--- src/rtl/jump_sequencer.sv ---
// jump_sequencer: once-per-frame vertical-motion FSM. Decides launch, apex
// hang, fall and landing, produces the signed vertical velocity and drives
// the airtime counter's enable / clear / gravity-preload controls.
//
// Handshake: there is no valid/ready flow here. frame_tick is a one-cycle
// strobe; every state/velocity update happens only on a cycle where it is
// high, and count_en, cnt_clr, jump_ack and landed are registered
// one-cycle pulses appearing the cycle after the tick that caused them.
module jump_sequencer #(
    parameter int CNT_W        = 11,
    parameter int VEL_W        = 5,
    parameter int JUMP_VEL     = 8,
    parameter int RISE_FRAMES  = 16,
    parameter int APEX_FRAMES  = 4,
    parameter int MAX_FALL_VEL = 8
) (
    input  logic                    CLK,
    input  logic                    RESET_N,
    input  logic                    frame_tick,
    input  logic                    jump_req,
    input  logic                    on_ground,
    input  logic [CNT_W-1:0]        count_in,
    output logic                    count_en,
    output logic                    cnt_clr,
    output logic                    pure_grav,
    output logic signed [VEL_W-1:0] vel_y,
    output logic [1:0]              state,
    output logic                    jump_ack,
    output logic                    landed
);

    typedef enum logic [1:0] {
        GROUND = 2'd0,
        RISE   = 2'd1,
        APEX   = 2'd2,
        FALL   = 2'd3
    } state_t;

    // frame counter must hold the longer of the two timed phases
    localparam int FC_MAX = (RISE_FRAMES > APEX_FRAMES) ? RISE_FRAMES : APEX_FRAMES;
    localparam int FC_W   = $clog2(FC_MAX) + 1;

    localparam logic [FC_W-1:0]         RISE_LAST = FC_W'(RISE_FRAMES - 1);
    localparam logic [FC_W-1:0]         APEX_LAST = FC_W'(APEX_FRAMES - 1);
    localparam logic signed [VEL_W-1:0] NEG_JUMP  = VEL_W'(-JUMP_VEL);
    localparam logic signed [VEL_W-1:0] MINUS_ONE = VEL_W'(-1);
    localparam logic signed [VEL_W-1:0] ONE_V     = VEL_W'(1);
    localparam logic signed [VEL_W-1:0] MAX_V     = VEL_W'(MAX_FALL_VEL);
    localparam logic signed [VEL_W:0]   MAX_WIDE  = (VEL_W + 1)'(MAX_FALL_VEL);

    state_t                  state_q, state_nxt;
    logic signed [VEL_W-1:0] vel_q, vel_nxt;
    logic [FC_W-1:0]         fc_q, fc_nxt;
    logic                    pending_q, pending_nxt;
    logic                    jump_q;
    logic                    en_q, en_nxt;
    logic                    clr_q, clr_nxt;
    logic                    ack_q, ack_nxt;
    logic                    land_q, land_nxt;

    logic                    jump_edge;
    logic                    launch_req;
    logic                    overflow;
    logic signed [VEL_W:0]   vel_ext;
    logic signed [VEL_W:0]   vel_inc;
    logic signed [VEL_W-1:0] vel_inc_sat;
    logic signed [VEL_W-1:0] rise_vel;

    assign jump_edge  = jump_req & ~jump_q;
    // an edge coinciding with the tick launches without waiting for pending
    assign launch_req = pending_q | jump_edge;
    assign overflow   = &count_in;

    // one-step increment computed one bit wider so it can never wrap
    assign vel_ext     = {vel_q[VEL_W-1], vel_q};
    assign vel_inc     = vel_ext + (VEL_W + 1)'(1);
    assign vel_inc_sat = (vel_inc > MAX_WIDE) ? MAX_V : vel_inc[VEL_W-1:0];
    // releasing the key while still rising fast cuts the jump short
    assign rise_vel    = (!jump_req && (vel_q < MINUS_ONE)) ? MINUS_ONE : vel_inc_sat;

    // registered state, velocity, press capture and output pulses
    always_ff @(posedge CLK or negedge RESET_N) begin
        if (!RESET_N) begin
            state_q   <= GROUND;
            vel_q     <= '0;
            fc_q      <= '0;
            pending_q <= 1'b0;
            jump_q    <= 1'b0;
            en_q      <= 1'b0;
            clr_q     <= 1'b0;
            ack_q     <= 1'b0;
            land_q    <= 1'b0;
        end else begin
            state_q   <= state_nxt;
            vel_q     <= vel_nxt;
            fc_q      <= fc_nxt;
            pending_q <= pending_nxt;
            jump_q    <= jump_req;
            en_q      <= en_nxt;
            clr_q     <= clr_nxt;
            ack_q     <= ack_nxt;
            land_q    <= land_nxt;
        end
    end

    // next-state, velocity and pulse decode, evaluated only on frame ticks
    always_comb begin
        state_nxt   = state_q;
        vel_nxt     = vel_q;
        fc_nxt      = fc_q;
        en_nxt      = 1'b0;
        clr_nxt     = 1'b0;
        ack_nxt     = 1'b0;
        land_nxt    = 1'b0;
        pending_nxt = pending_q;

        // presses are only remembered on the ground; every tick consumes them
        if (frame_tick) begin
            pending_nxt = 1'b0;
        end else if (jump_edge && (state_q == GROUND)) begin
            pending_nxt = 1'b1;
        end

        if (frame_tick) begin
            case (state_q)
                GROUND: begin
                    vel_nxt = '0;
                    if (launch_req && on_ground) begin
                        state_nxt = RISE;
                        vel_nxt   = NEG_JUMP;
                        fc_nxt    = '0;
                        clr_nxt   = 1'b1;
                        ack_nxt   = 1'b1;
                    end else if (!on_ground) begin
                        // walked off a ledge
                        state_nxt = FALL;
                        vel_nxt   = ONE_V;
                        clr_nxt   = 1'b1;
                    end
                end
                RISE: begin
                    en_nxt = 1'b1;
                    if (overflow) begin
                        state_nxt = FALL;
                        vel_nxt   = MAX_V;
                        fc_nxt    = '0;
                    end else if ((rise_vel == '0) || (fc_q == RISE_LAST)) begin
                        state_nxt = APEX;
                        vel_nxt   = '0;
                        fc_nxt    = '0;
                    end else begin
                        vel_nxt = rise_vel;
                        fc_nxt  = fc_q + FC_W'(1);
                    end
                end
                APEX: begin
                    en_nxt  = 1'b1;
                    vel_nxt = '0;
                    if (overflow) begin
                        state_nxt = FALL;
                        vel_nxt   = MAX_V;
                        fc_nxt    = '0;
                    end else if (fc_q == APEX_LAST) begin
                        state_nxt = FALL;
                        vel_nxt   = ONE_V;
                        fc_nxt    = '0;
                    end else begin
                        fc_nxt = fc_q + FC_W'(1);
                    end
                end
                FALL: begin
                    // landing beats the overflow clamp and suppresses count_en
                    if (on_ground) begin
                        state_nxt = GROUND;
                        vel_nxt   = '0;
                        land_nxt  = 1'b1;
                    end else begin
                        en_nxt  = 1'b1;
                        vel_nxt = overflow ? MAX_V : vel_inc_sat;
                    end
                end
                default: begin
                    state_nxt = GROUND;
                    vel_nxt   = '0;
                end
            endcase
        end
    end

    assign state     = state_q;
    assign vel_y     = vel_q;
    assign pure_grav = (state_q == APEX);
    assign count_en  = en_q;
    assign cnt_clr   = clr_q;
    assign jump_ack  = ack_q;
    assign landed    = land_q;

endmodule

--- config.mk ---
export PLATFORM = sky130hd
export DESIGN_NAME = jump_sequencer
export DESIGN_NICKNAME = d
export VERILOG_FILES = /design/src/rtl/jump_sequencer.sv
export SDC_FILE = /design/constraint.sdc
export NUM_CORES = 1
export LEC_CHECK = 0
export ABC_AREA = 1
export BUFFER_PORTS_ARGS = -buffer_cell sky130_fd_sc_hd__clkbuf_2
export CAP_MARGIN = 10
export CORE_MARGIN = 10
export CORE_UTILIZATION = 35
export CTS_CLUSTER_DIAMETER = 60
export CTS_CLUSTER_SIZE = 12
export DETAILED_ROUTE_END_ITERATION = 12
export GPL_TIMING_DRIVEN = 0
export PLACE_DENSITY = 0.55
export SLEW_MARGIN = 30
export SYNTH_ARGS = -nofsm -noshare
export SYNTH_HDL_FRONTEND = slang
export SYNTH_SLANG_ARGS = --single-unit
--- constraint.sdc ---
create_clock -name CLK -period 1.5 [get_ports CLK]
set_input_delay 0.225 -clock CLK [delete_from_list [all_inputs] [get_ports CLK]]
set_output_delay 0.225 -clock CLK [all_outputs]
set_load 0.02 [all_outputs]
After elaboration in Yosys (flattened, before gate mapping)
Cells that the tools add are included.
W data, S select, Z words.
{"block": "totals", "reg_bits": 18, "in_bits": 16, "out_inout_bits": 12, "wordCells": 78}
{"block": "op_classes", "addsub": 2, "n_lt_le_gt_ge": 2, "eq_ne": 10, "n_mux": 39, "bitwise_logic": 3, "n_reduce_logical": 13}
{"operator": "$mux W5", "n": 12}
{"operator": "$pmux W5 S4", "n": 1}
{"operator": "$mux W1", "n": 15}
{"operator": "$pmux W5 S3", "n": 1}
{"operator": "$mux W2", "n": 7}
{"operator": "$reduce_and A11 Y1", "n": 1}
{"operator": "$pmux W2 S4", "n": 1}
{"operator": "$add A5 B2 Y6 const B", "n": 1}
{"operator": "$gt A6 B5 Y1 const B", "n": 1}
{"operator": "$add A5 B1 Y5 const B", "n": 1}
{"operator": "$eq A5 B2 Y1 const B", "n": 1}
{"operator": "$eq A5 B4 Y1 const B", "n": 1}
{"operator": "$logic_not A5 Y1", "n": 1}
{"operator": "$lt A5 B1 Y1 const B", "n": 1}
{"operator": "$reduce_and A5 Y1", "n": 1}
{"operator": "$eq A2 B2 Y1 const B", "n": 2}
{"operator": "$mux W4", "n": 1}
{"operator": "$logic_and A1 B1 Y1", "n": 3}
{"operator": "$ne A3 B1 Y1 const B", "n": 1}
{"operator": "$ne A3 B2 Y1 const B", "n": 1}
{"operator": "$ne A3 B3 Y1 const B", "n": 1}
{"operator": "$reduce_and A3 Y1", "n": 1}
{"operator": "$reduce_bool A3 Y1", "n": 1}
{"operator": "$eq A2 B1 Y1 const B", "n": 1}
{"operator": "other kinds (11)", "n": 11}

Logic depth before layout (Yosys ltp)
Gate-level depths: netlist of run 1.
{"block": "depth", "depth_word": 9, "depth_mapped": 14}

Worst setup path after synthesis of run 1
OpenSTA, ideal clock, no wires.
{"block": "synth_timing", "kind": "register -> register", "startpoint": "register vel_q[0], in the netlist vel_y[0]", "endpoint": "register state_q[0], in the netlist state[0]", "arrival_time_ps": 1656, "required_ps": 1382, "slack_ps": -273, "path_stages_with_launch": 15, "period_less_slack_ps": 1773, "cell_sequence": "dfrtp_1 ha_1 nand3_2 clkinv_1 nand2_1 nand2_1 nand2_1 nand2_2 nand2_2 nor2_2 nand2_2 nand3_4 nand3_2 nand2_1 nand2_1"}
{"block": "synth_via", "elab_chain_cells": 8}
{"element": "from (decl)", "line_no": "52", "source": "logic signed [VEL_W-1:0] vel_q, vel_nxt;"}
{"element": "from (signal assigned)", "line_no": "95", "source": "vel_q <= vel_nxt;"}
{"element": "$add A5 B2 Y6", "line_no": "76", "source": "assign vel_inc = vel_ext + (VEL_W + 1)'(1);"}
{"element": "$gt A6 B5 Y1", "line_no": "77", "source": "assign vel_inc_sat = (vel_inc > MAX_WIDE) ? MAX_V : vel_inc[VEL_W-1:0];"}
{"element": "$mux W5", "line_no": "77"}
{"element": "$mux W5 *", "line_no": "79", "source": "assign rise_vel = (!jump_req && (vel_q < MINUS_ONE)) ? MINUS_ONE : vel_inc_sat;"}
{"element": "$logic_not A5 Y1 *", "line_no": "147", "source": "end else if ((rise_vel == '0) || (fc_q == RISE_LAST)) begin"}
{"element": "$logic_or A1 B1 Y1 *", "line_no": "147"}
{"element": "$ne A3 B3 Y1 (no line) *"}
{"element": "$reduce_and A5 Y1 (no line) *"}
{"element": "to (signal assigned)", "line_no": "94", "source": "state_q <= state_nxt;"}
{"element": "to (decl)", "line_no": "51", "source": "state_t state_q, state_nxt;"}
Every way passes the cells marked *; elsewhere a longest branch is shown, timed or not.
A chain may end at the register's enable or synchronous reset.

Final worst setup path of run 1
{"block": "layout_timing", "startpoint": "register vel_q[0], in the netlist vel_y[0]", "endpoint": "register fc_q[2]"}
{"block": "layout_via", "elab_chain_cells": 9}
{"element": "$add A5 B2 Y6", "line_no": "76"}
{"element": "$gt A6 B5 Y1", "line_no": "77"}
{"element": "$mux W5", "line_no": "77"}
{"element": "$mux W5 *", "line_no": "79"}
{"element": "$logic_not A5 Y1 *", "line_no": "147"}
{"element": "$logic_or A1 B1 Y1 *", "line_no": "147"}
{"element": "$mux W5 *", "line_no": "147"}
{"element": "$mux W5 *", "line_no": "143", "source": "if (overflow) begin"}
{"element": "$pmux W5 S3 *", "line_no": "125", "source": "case (state_q)"}
{"element": "to (signal assigned)", "line_no": "96", "source": "fc_q <= fc_nxt;"}
{"element": "to (decl)", "line_no": "53", "source": "logic [FC_W-1:0] fc_q, fc_nxt;"}
Marked as above.

==> summary.md, run 1 <==
| Metric | Value |
|---|---|
| Crit path time final | `1710 ps` |
| Total GRT Usage | `0.105` |
| # rows | `21` |
| Clock buffer depth | `2` |
| First-pass GRT wire length | `5550 microns` |
| Layout area overhead | `34.9%` |
| Worst slew pin tran | `480 ps` |
| Post-DP Area | `1500 sq um` |
| Synthesized instance count | `around 180` |
| Failing checks | `negative setup slack` |
| Vias | `about 1,300` |
| Yosys warns | `0` |
| Area leader, netlist | `dfrtp_1` |
| Post-DP HPWL | `2580 microns` |
| Top_reg_cell synth | `dfrtp_1` |
| Htree depth | `1` |
| Max-slew violations | `0` |
| Hold Fails Final Rpt | `0` |
| CP Capture Type | `flip-flop` |
| Mapped Area | `1280 sq um` |
| Data arrival time of the critical path | `approximately 1900 ps` |
| Worst path required time | `roughly 1700 ps` |
| RSZ-0062 raised after global routing | `yes` |
| Num CTS Buffers | `3` |
| Total Wirelength | `3460 microns` |
| Largest net degree at the start of global routing | `19` |
| Count of unique library cells instantiated by Yosys | `26` |
| Post-synth EDFFs | `0` |
| FILL cells | `336` |
| Die footprint | `6490 sq um` |
| Area contributors post-synth | `dfrtp_1 (35%), nand2_1 (15%), inv_1 (8.5%)` |
| Finished layout cell area | `1730 sq um` |
| CTS root buf | `clkbuf_8` |
| Critical path class | `reg -> reg` |
| Max-cap violations | `0` |
| DRC viols | `0` |
| Layout cells sized above 1 | `0.326` |
| Leak | `0.948 nW` |
| Setup_tns | `-2080 ps` |
| Initial antenna violation count | `0` |
| Ys async rst share | `1.00` |
| Final setup margin | `-206 ps` |
| IO Port Bufs | `26` |
| Clock Skew | `6.40 ps` |
| #FFs+latches synth | `18` |
| DR WL/cell | `12.8 microns` |
| TritonCTS clock tree | `yes` |
| Starting density of the core | `0.373` |
| CP Launch Type | `flip-flop` |
| # setup viols final | `12` |
| Layout Cells excl Fill | `270` |
| Final period util | `1.14` |
| Top achievable clock speed | `586 MHz` |
| Detailed Routing Iterations Pass 1 | `4` |
| Power Density | `1670 nW/um^2` |
| Syn_area_per_cell | `7.10 sq um` |
| Vias in the first global route | `1,244` |
| Outcome | `finished with violations` |
| Worst-path maximum fanout | `6` |
| Antenna-violating nets left | `0` |
| Worst-Skew Late Latency | `between 200 and 300 ps` |
| Hold Path Class | `in -> reg` |
| Place WS | `-252 ps` |
| CTS clk-pin slew, worst paths | `roughly 70 ps` |
| Sequential-to-total area share from yosys stat | `0.351` |
| Inserted Diodes | `0` |
| Clock Sinks | `18` |
| Die Ht | `80.6 microns` |
| Io pins | `28` |
| Slew HR | `0.680` |
| Core area | `3440 sq um` |
| Dpl cells | `253` |
| Die width | `80.6 microns` |
| Placer congestion estimate | `a little over 0.8` |
| 1st-iter DRT viols | `between 60 and 70` |
| Vias/cell | `4.76` |
| Grt total ovfl | `0` |
| Max VDD drop | `0.776 mV` |
| Post-synthesis net count | `205` |
| Nets | `249` |
| Yosys top cell area share | `0.351` |
## Yosys cell counts (2+ instances only)
library cell and count:
ha_1 8, xor2_1 3, nand2_1 53, nand2_2 4, nand3_2 2, nor2_1 14
o211ai_1 2, inv_1 29, nand3_1 16, dfrtp_1 18, a21oi_1 4, nand4_1 5
clkbuf_1 2, o21ai_0 7, nand3b_1 2, clkinv_1 2
## cells in the final DEF (no fill, tap or decap), types with 3 or more instances in the layout
master    count
nand2_1      49
inv_1        27
clkbuf_2     26
dfrtp_1      15
nor2_1       12
nand3_1      12
buf_4        12
o21ai_0       6
ha_1          6
nand2_2       5
nand3_2       5
nand4_1       5
a21oi_1       4
nand2_4       4
clkbuf_8      4
xor2_1        3
dfrtp_2       3
## report_power, final
group | internal [mW] | switching [mW] | leakage (nW)
sequential | 0.601 | 0.153 | 0.236
clock | 0.233 | 0.158 | 0.0288
combinational | 0.665 | 1.08 | 0.683
## routing by layer
metal | GRT usage | up-vias | share of wire
li1 | - | 661 | -
met1 | 0.124 | 606 | 0.45
met2 | 0.180 | 18 | 0.50
met3 | 0.0401 | 0 | 0.056
met4 | 0.0106 | 0 | 0
met5 | 0 | - | 0
## what timing repair did
action	CTS	global route
resized for setup	4	16
hold buffers	1	0
setup endpoints to repair	13	14
endpoints found under the hold margin	18	0
pin swaps	4	5
setup buffers	10	2
gates cloned	0	0
## cells by family after synthesis
group / share of synthesized area
AO/OA/AOI/OAI: 0.0711
flip-flops: 0.351
buffers and inverters: 0.0964
adder cells (fa/ha/maj): 0.0779
XOR/XNOR: 0.0205
AND/OR/NAND/NOR: 0.384
## final timing paths
path,startpoint,endpoint,slack [ps],cells after the start
max,vel_y[0],fc_q[2],-210,13
min,jump_req,jump_q,170,1
max reg2reg,vel_y[0],fc_q[2],-210,13
min reg2reg,pending_q,pending_q,530,2
max in group asynchronous,RESET_N,vel_y[0],690,2
min in group asynchronous,RESET_N,state[1],460,2
## layout make-up
cell class                      count  area [sq um]  share of cell area
Multi-Input combinational cell    130           811               0.468
Sequential cell                    18           454               0.262
Tap cell                           46          57.6              0.0332
Clock buffer                        4          55.1              0.0318
Buffer                              2          7.51             0.00433
Timing Repair Buffer               39           230               0.133
Inverter                           31           118              0.0679
## sequential cells by signal, summed over array words and instances (netlist names)
name       flops
fc_q           5
vel_y          5
state          2
cnt_clr        1
count_en       1
jump_ack       1
jump_q         1
landed         1
pending_q      1
## worst max-delay path, cell delays in order, from the launching register on
cell and delay (ps):
dfrtp_2 450, ha_4 190, nand3_4 90, nand2_1 70
nand2_2 70, nand2_2 60, nand2_4 100, nand2_4 70
nor2_4 100, nand2_2 70, nand3_4 110, nand2_4 90
nand3_1 80, nand2_1 50
## per-stage QoR
step	utilization	power [mW]	hold slack, ps
after floorplan	-	1.79	-70.6
after global placement	0.435	2.16	175
after detailed placement	0.435	2.18	187
final	0.503	2.89	169
after global routing	0.503	3.13	157
after CTS	0.478	2.70	165
Power figures use the tool's default switching activity.
==> run 2: changes to the inputs <==
--- a/config.mk
+++ b/config.mk
@@ -5,7 +5,6 @@
 export SDC_FILE = /design/constraint.sdc
 export NUM_CORES = 1
 export LEC_CHECK = 0
-export ABC_AREA = 1
 export BUFFER_PORTS_ARGS = -buffer_cell sky130_fd_sc_hd__clkbuf_2
 export CAP_MARGIN = 10
 export CORE_MARGIN = 10
@@ -14,7 +13,7 @@
 export CTS_CLUSTER_SIZE = 12
 export DETAILED_ROUTE_END_ITERATION = 12
 export GPL_TIMING_DRIVEN = 0
-export PLACE_DENSITY = 0.55
+export PLACE_DENSITY = 0.54
 export SLEW_MARGIN = 30
 export SYNTH_ARGS = -nofsm -noshare
 export SYNTH_HDL_FRONTEND = slang
==> run 2 against run 1 <==
  * The run still ends with negative setup slack left
  * Routed wire length fell by 1.6%
  * Non-clock buffer count increased by 1
  * Worst hold slack got worse by 44 ps
  * Synthesized area is 2.4% higher
  * Final cell count is 13% lower
  * Register-to-register slack worse by 130 ps
  * Die area grew 1.8%
  * First-iteration DRC count decreased by 8.2%
  * Critical path type unchanged
  * Largest cell class unchanged
  * Largest power group unchanged
  * Highest routed layer is now met4
==> summary.md, run 2 <==
| Metric | Value |
|---|---|
| Most common cell after layout, fill and taps aside | `clkbuf_2` |
| Worst-path maximum fanout | `6 (unchanged)` |
| Layout Cells excl Fill | `236 (-13%)` |
| Antenna-violating nets left | `0 (unchanged)` |
| CP Launch Type | `flip-flop` |
| Num CTS Buffers | `3 (unchanged)` |
| Power Density | `1730 nW/um^2 (+3.8%)` |
| Yosys warns | `0 (unchanged)` |
| Nets | `213 (-14%)` |
| Critical path class | `reg -> reg` |
| Final setup margin | `-332 ps (-126 ps)` |
| Total Wirelength | `3400 microns (-1.6%)` |
| # rows | `22 (+4.8%)` |
| Io pins | `28 (unchanged)` |
| FF-to-FF Start | `vel_y[1]` |
| R2r endpoint | `state[1]` |
| Total GRT Usage | `0.110 (+0.00536)` |
| Routed wl met3 | `177 microns (-7.8%)` |
| Mux contribution to synthesized area | `0.0114 (+0.0114)` |
| Count of unique library cells instantiated by Yosys | `43 (+65%)` |
| Final period util | `1.22 (+0.0839)` |
| Inserted Diodes | `0 (unchanged)` |
| R2R Setup Slk | `-330 ps (-130 ps)` |
| Post-DP Area | `1560 sq um (+3.8%)` |
| DRC viols | `0 (unchanged)` |
| Place WS | `-392 ps (-140 ps)` |
| CTS clk-pin slew, worst paths | `60 ps (about the same)` |
| Area contributors post-synth | `dfrtp_1 (34%), ha_1 (7.6%), a21oi_1 (4.9%)` |
| Compound-Gate Fraction of Synth Area | `0.247 (+0.176)` |
| Hold Fails Final Rpt | `0 (unchanged)` |
| Failing checks | `negative setup slack` |
| Max-slew violations | `0 (unchanged)` |
| Met2 wire length | `1760 microns (+1.9%)` |
| Area leader, netlist | `dfrtp_1` |
| Post-synthesis xor/xnor area fraction | `0.00665 (-0.0138)` |
| Post-synth EDFFs | `0 (unchanged)` |
| Slew HR | `0.615 (-0.0646)` |
| Outcome | `finished with violations` |
| Main combinational cell family by area after synthesis | `simple AND/OR/NAND/NOR gates` |
| Count leader, synth | `dfrtp_1` |
| Hold_ws | `126 ps (-43.7 ps)` |
| Dpl cells | `224 (-11%)` |
| Crit path from | `vel_y[1]` |
| Vias/cell | `5.26 (+10%)` |
| RSZ-0062 raised after global routing | `yes` |
| Die footprint | `6610 sq um (+1.8%)` |
| Layout cells sized above 1 | `0.388 (+0.0624)` |
| TritonCTS clock tree | `yes` |
| Die Ht | `81.3 microns (+0.91%)` |
| Most frequent cells in the layout | `clkbuf_2 (27), dfrtp_1 (15), a21oi_1 (11)` |
| Placer congestion estimate | `0.827 (+0.93%)` |
| Top sig layer | `met4` |
| Core area | `3660 sq um (+6.4%)` |
| Die width | `81.3 microns (+0.91%)` |
| Starting density of the core | `0.360 (-0.0138)` |
| Initial antenna violation count | `0 (unchanged)` |
| Finished layout cell area | `1710 sq um (-1.1%)` |
| Vias | `1,241 (-3.4%)` |
| # setup viols final | `12 (unchanged)` |
| Ys async rst share | `1.00 (unchanged)` |
| IO Port Bufs | `27 (+3.8%)` |
| Top achievable clock speed | `546 MHz (-6.9%)` |
| Worst R2R Path Depth | `7 (-6)` |
| Detailed Routing Iterations Pass 1 | `4 (unchanged)` |
| Hold Path Class | `in -> reg` |
| Data arrival time of the critical path | `1970 ps (+120 ps)` |
| Vias in the first global route | `1,271 (+2.2%)` |
| Worst path required time | `1640 ps (about the same)` |
| Post-Synth Adder-Cell Area | `0.0760 (-0.00185)` |
| 1st-iter DRT viols | `56 (-8.2%)` |
| Clock Sinks | `18 (unchanged)` |
| Mapped Area | `1320 sq um (+2.4%)` |
| Final total power | `2.97 mW (+2.7%)` |
| Clock buffer depth | `2 (unchanged)` |
| Post-synthesis simple-gate area fraction | `0.249 (-0.135)` |
| Hold path depth | `1 (unchanged)` |
| Syn_area_per_cell | `8.83 sq um (+24%)` |
| DR WL/cell | `14.4 microns (+13%)` |
| Synthesized instance count | `149 (-18%)` |
| Grt total ovfl | `0 (unchanged)` |
| Htree depth | `1 (unchanged)` |
| Post-synthesis net count | `173 (-16%)` |
| Leak | `0.774 nW (-18%)` |
| Top_reg_cell synth | `dfrtp_1` |
| Yosys top cell area share | `0.342 (-0.00833)` |
| Layout area overhead | `30.2%` |
| Met1 WL | `1450 microns (-5.6%)` |
| First-pass GRT wire length | `5840 microns (+5.1%)` |
| CP Capture Type | `flip-flop` |
| Critical path capture point | `state[1]` |
| Worst-Skew Late Latency | `250 ps (about the same)` |
| Clock Skew | `1.61 ps (-4.80 ps)` |
| Post-DP HPWL | `2710 microns (+4.7%)` |
| Sequential-to-total area share from yosys stat | `0.342 (-0.00833)` |
| Max VDD drop | `0.798 mV (+2.9%)` |
| Worst slew pin tran | `572 ps (+92.5 ps)` |
| #FFs+latches synth | `18 (unchanged)` |
| Largest net degree at the start of global routing | `19 (unchanged)` |
| CTS root buf | `clkbuf_8` |
| Most frequent cells after synthesis | `dfrtp_1 (18), a21oi_1 (13), inv_1 (12)` |
| Crit path time final | `1830 ps (+126 ps)` |
| Max-cap violations | `0 (unchanged)` |
[run 2: changes by cell type after synthesis, moves of 4 or more]
cell      change
and2b_1       +4
nor2_1        -6
o22ai_1       +4
nand3_1       -9
nand2_2       -4
a21oi_1       +9
nand2_1      -44
inv_1        -17
nand2b_1      +7
[run 2: how the worst min path moves through the flow]
stage	startpoint	end
6_report	jump_req	jump_q
5_1_grt	jump_req	jump_q
4_1_cts	jump_req	jump_q
3_5_place_dp	RESET_N	fc_q[3]
3_3_place_gp	RESET_N	fc_q[2]
2_1_floorplan	RESET_N	cnt_clr
[run 2: routing by layer]
| metal | global-route usage | vias up |
|---|---|---|
| met5 | 0 | - |
| li1 | - | 617 |
| met1 | 0.120 | 605 |
| met2 | 0.199 | 17 |
| met4 | 0.0208 | 0 |
| met3 | 0.0408 | 2 |
[run 2: cells by family (layout without fill, tap and decap cells)]
family / after synthesis / after routing
AO/OA/AOI/OAI: 45 / 45
XOR/XNOR: 1 / 1
multiplexers: 1 / 1
AND/OR/NAND/NOR: 57 / 57
adder cells (fa/ha/maj): 8 / 8
flip-flops: 18 / 18
buffers and inverters: 19 / 58
[run 2: final cells by class]
cell class,count,area [sq um]
Multi-Input combinational cell,112,841
Inverter,12,45.0
Timing Repair Buffer,36,205
Buffer,6,53.8
Fill cell,369,1950
Clock buffer,4,55.1
Sequential cell,18,454
Tap cell,48,60.1
[run 2: timing repair]
item | 4_1_cts | 5_1_grt
hold endpoints to repair | 18 | 0
hold buffers | 1 | 0
pin swaps | 4 | 1
setup buffers | 8 | 0
endpoints found under the setup margin | 12 | 14
gates resized for setup | 11 | 1
[run 2: metrics by stage]
stage / util / setup TNS [ps]
2_1_floorplan: - / -1710
3_3_place_gp: 0.425 / -3250
3_5_place_dp: 0.425 / -3410
4_1_cts: 0.469 / -2880
5_1_grt: 0.468 / -4280
6_report: 0.468 / -2940
[run 2: where the power goes]
part / leakage (nW) / internal [mW] / switching (mW)
registers: 0.234 / 0.610 / 0.115
logic: 0.512 / 0.839 / 1.02
clock network: 0.0288 / 0.233 / 0.153
total: 0.774 / 1.68 / 1.28
[run 2: worst max-delay path: stages, from the launching register on]
cell      delay (ps)
dfrtp_2          440
ha_4             190
and2b_1          200
a22oi_2           80
o221ai_2         240
nand3_1          170
nand2_2          110
mux2_4           300
==> run 3: changes to the inputs <==
--- a/config.mk
+++ b/config.mk
@@ -8,12 +8,11 @@
 export BUFFER_PORTS_ARGS = -buffer_cell sky130_fd_sc_hd__clkbuf_2
 export CAP_MARGIN = 10
 export CORE_MARGIN = 10
-export CORE_UTILIZATION = 35
+export CORE_UTILIZATION = 45
 export CTS_CLUSTER_DIAMETER = 60
 export CTS_CLUSTER_SIZE = 12
 export DETAILED_ROUTE_END_ITERATION = 12
-export GPL_TIMING_DRIVEN = 0
-export PLACE_DENSITY = 0.54
+export PLACE_DENSITY = 0.7
 export SLEW_MARGIN = 30
 export SYNTH_ARGS = -nofsm -noshare
 export SYNTH_HDL_FRONTEND = slang
==> run 3 against run 2 <==
  * Clock power shrank 20%
  * Cell area grew 9.6%
  * Register-to-register slack lost 30 ps
  * Count of clock-buffer cells in the layout is the same
  * The run still ends with negative setup slack left
  * Critical path type unchanged
  * First-iteration DRC count grew 140%
  * Via count grew 11%
==> summary.md, run 3 (synthesized netlist as in run 2, its figures left out) <==
| Metric | Value |
|---|---|
| Outcome | `finished with violations` |
| Failing checks | `negative setup slack` |
| Nets | `240 (+13%)` |
| Most frequent cells in the layout | `buf_4 (42), clkbuf_2 (25), dfrtp_1 (15)` |
| Crit path time final | `1860 ps (+31.1 ps)` |
| Worst R2R Path Depth | `7 (unchanged)` |
| Worst-path maximum fanout | `6 (unchanged)` |
| Final total power | `3.22 mW (+8.4%)` |
| Num CTS Buffers | `3 (unchanged)` |
| Data arrival time of the critical path | `2050 ps (+80 ps)` |
| Slew HR | `0.690 (+0.0745)` |
| Post-route core utilization | `0.675 (+0.207)` |
| Initial antenna violation count | `0 (unchanged)` |
| Hold path depth | `1 (unchanged)` |
| Final period util | `1.24 (+0.0207)` |
| Die footprint | `5490 sq um (-17%)` |
| Finished layout cell area | `1880 sq um (+9.6%)` |
| Clock Skew | `5.33 ps (+3.72 ps)` |
| Place WS | `-331 ps (+61.3 ps)` |
| Dpl cells | `238 (+6.3%)` |
| Layout Cells excl Fill | `246 (+4.2%)` |
| Total GRT Usage | `0.148 (+0.0378)` |
| Layout area overhead | `42.7%` |
| Io pins | `28 (unchanged)` |
| Vias | `1,380 (+11%)` |
| Critical Path, Cell by Cell | `ha_4, and2b_1, a22oi_2, o221ai_2, nand3_1, nand2_2, mux2_4` |
| Worst path slowest cell | `dfrtp_2` |
| DRC viols | `0 (unchanged)` |
| First-pass GRT wire length | `6560 microns (+12%)` |
| Power Density | `1710 nW/um^2 (-1.1%)` |
| Placer congestion estimate | `0.851 (+2.8%)` |
| Setup_tns | `-3490 ps (-544 ps)` |
| Worst-Skew Late Latency | `300 ps (+50 ps)` |
| Layout cells sized above 1 | `0.460 (+0.0722)` |
| Core area | `2780 sq um (-24%)` |
| Starting density of the core | `0.473 (+0.114)` |
| # setup viols final | `12 (unchanged)` |
| CTS root buf | `clkbuf_4` |
| Worst slew pin tran | `465 ps (-107 ps)` |
| Antenna-violating nets left | `0 (unchanged)` |
| IO Port Bufs | `27 (unchanged)` |
| Clock Sinks | `18 (unchanged)` |
| Hold Path Class | `in -> reg` |
| Max-slew violations | `0 (unchanged)` |
| Critical path class | `reg -> reg` |
| Total Wirelength | `3980 microns (+17%)` |
| Largest net degree at the start of global routing | `19 (unchanged)` |
| Htree depth | `1 (unchanged)` |
| Post-DP Area | `1770 sq um (+14%)` |
| CP Launch Type | `flip-flop` |
| Max VDD drop | `1.73 mV (+120%)` |
| 1st-iter DRT viols | `136 (+140%)` |
| Hold Fails Final Rpt | `0 (unchanged)` |
| TritonCTS clock tree | `yes` |
| Die width | `74.1 microns (-8.9%)` |
| Most common cell after layout, fill and taps aside | `buf_4` |
| Vias/cell | `5.61 (+6.7%)` |
| Hold_ws | `49.8 ps (-75.7 ps)` |
| Worst path required time | `1690 ps (+50 ps)` |
| Leak | `0.900 nW (+16%)` |
| Post-DP HPWL | `3000 microns (+11%)` |
| Largest stage delay, worst path | `450 ps (about the same)` |
| DR WL/cell | `16.2 microns (+12%)` |
| Detailed Routing Iterations Pass 1 | `4 (unchanged)` |
| Max-cap violations | `0 (unchanged)` |
| Final setup margin | `-363 ps (-31.1 ps)` |
| RSZ-0062 raised after global routing | `yes` |
| Clock buffer depth | `2 (unchanged)` |
| Top achievable clock speed | `537 MHz (-1.7%)` |
| # rows | `19 (-14%)` |
| Inserted Diodes | `0 (unchanged)` |
| CTS clk-pin slew, worst paths | `110 ps (+50 ps)` |
| Grt total ovfl | `0 (unchanged)` |
| Die Ht | `74.1 microns (-8.9%)` |
| CP Capture Type | `flip-flop` |
| Vias in the first global route | `1,412 (+11%)` |
## run 3: final cells by class
cell class | count | area [sq um]
timing repair buffer | 69 | 458
clock buffer | 4 | 36.3
inverter | 12 | 45.0
tap | 31 | 38.8
sequential | 18 | 454
multi-input combinational | 112 | 846
fill | 229 | 903
## run 3: final timing paths
path	end	startpoint	slack [ps]
min in group asynchronous	landed	RESET_N	390
min reg2reg	pending_q	pending_q	530
max	state[1]	vel_y[0]	-360
min	jump_q	jump_req	50
max in group asynchronous	vel_y[1]	RESET_N	770
max reg2reg	state[1]	vel_y[0]	-360
## run 3: worst max-delay path, delay by kind of cell (launching register included)
kind	cells	cell delay (ps)
muxes	1	310
DFF	1	450
and+or+nand+nor	3	500
adders and majority gates	1	190
AOI/OAI and AO/OA	2	310
## run 3: power by group
group	switching [mW]	total, mW	internal (mW)
Combinational	1.13	2.17	1.05
Clock	0.160	0.308	0.148
Sequential	0.126	0.735	0.608
## run 3: what timing repair did
action                                  4_1_cts  5_1_grt
endpoints found under the setup margin       13       14
hold endpoints to repair                     18        0
pin swaps                                     0        1
gates resized for setup                       8        4
buffers inserted                              3        0
hold buffers                                  1        0
## run 3: routing by layer
metal,up-vias,wire length (microns),track usage
met5,-,0,0
met4,0,55,0.0455
met3,8,225,0.0439
met2,36,2080,0.263
met1,665,1620,0.165
li1,671,-,-
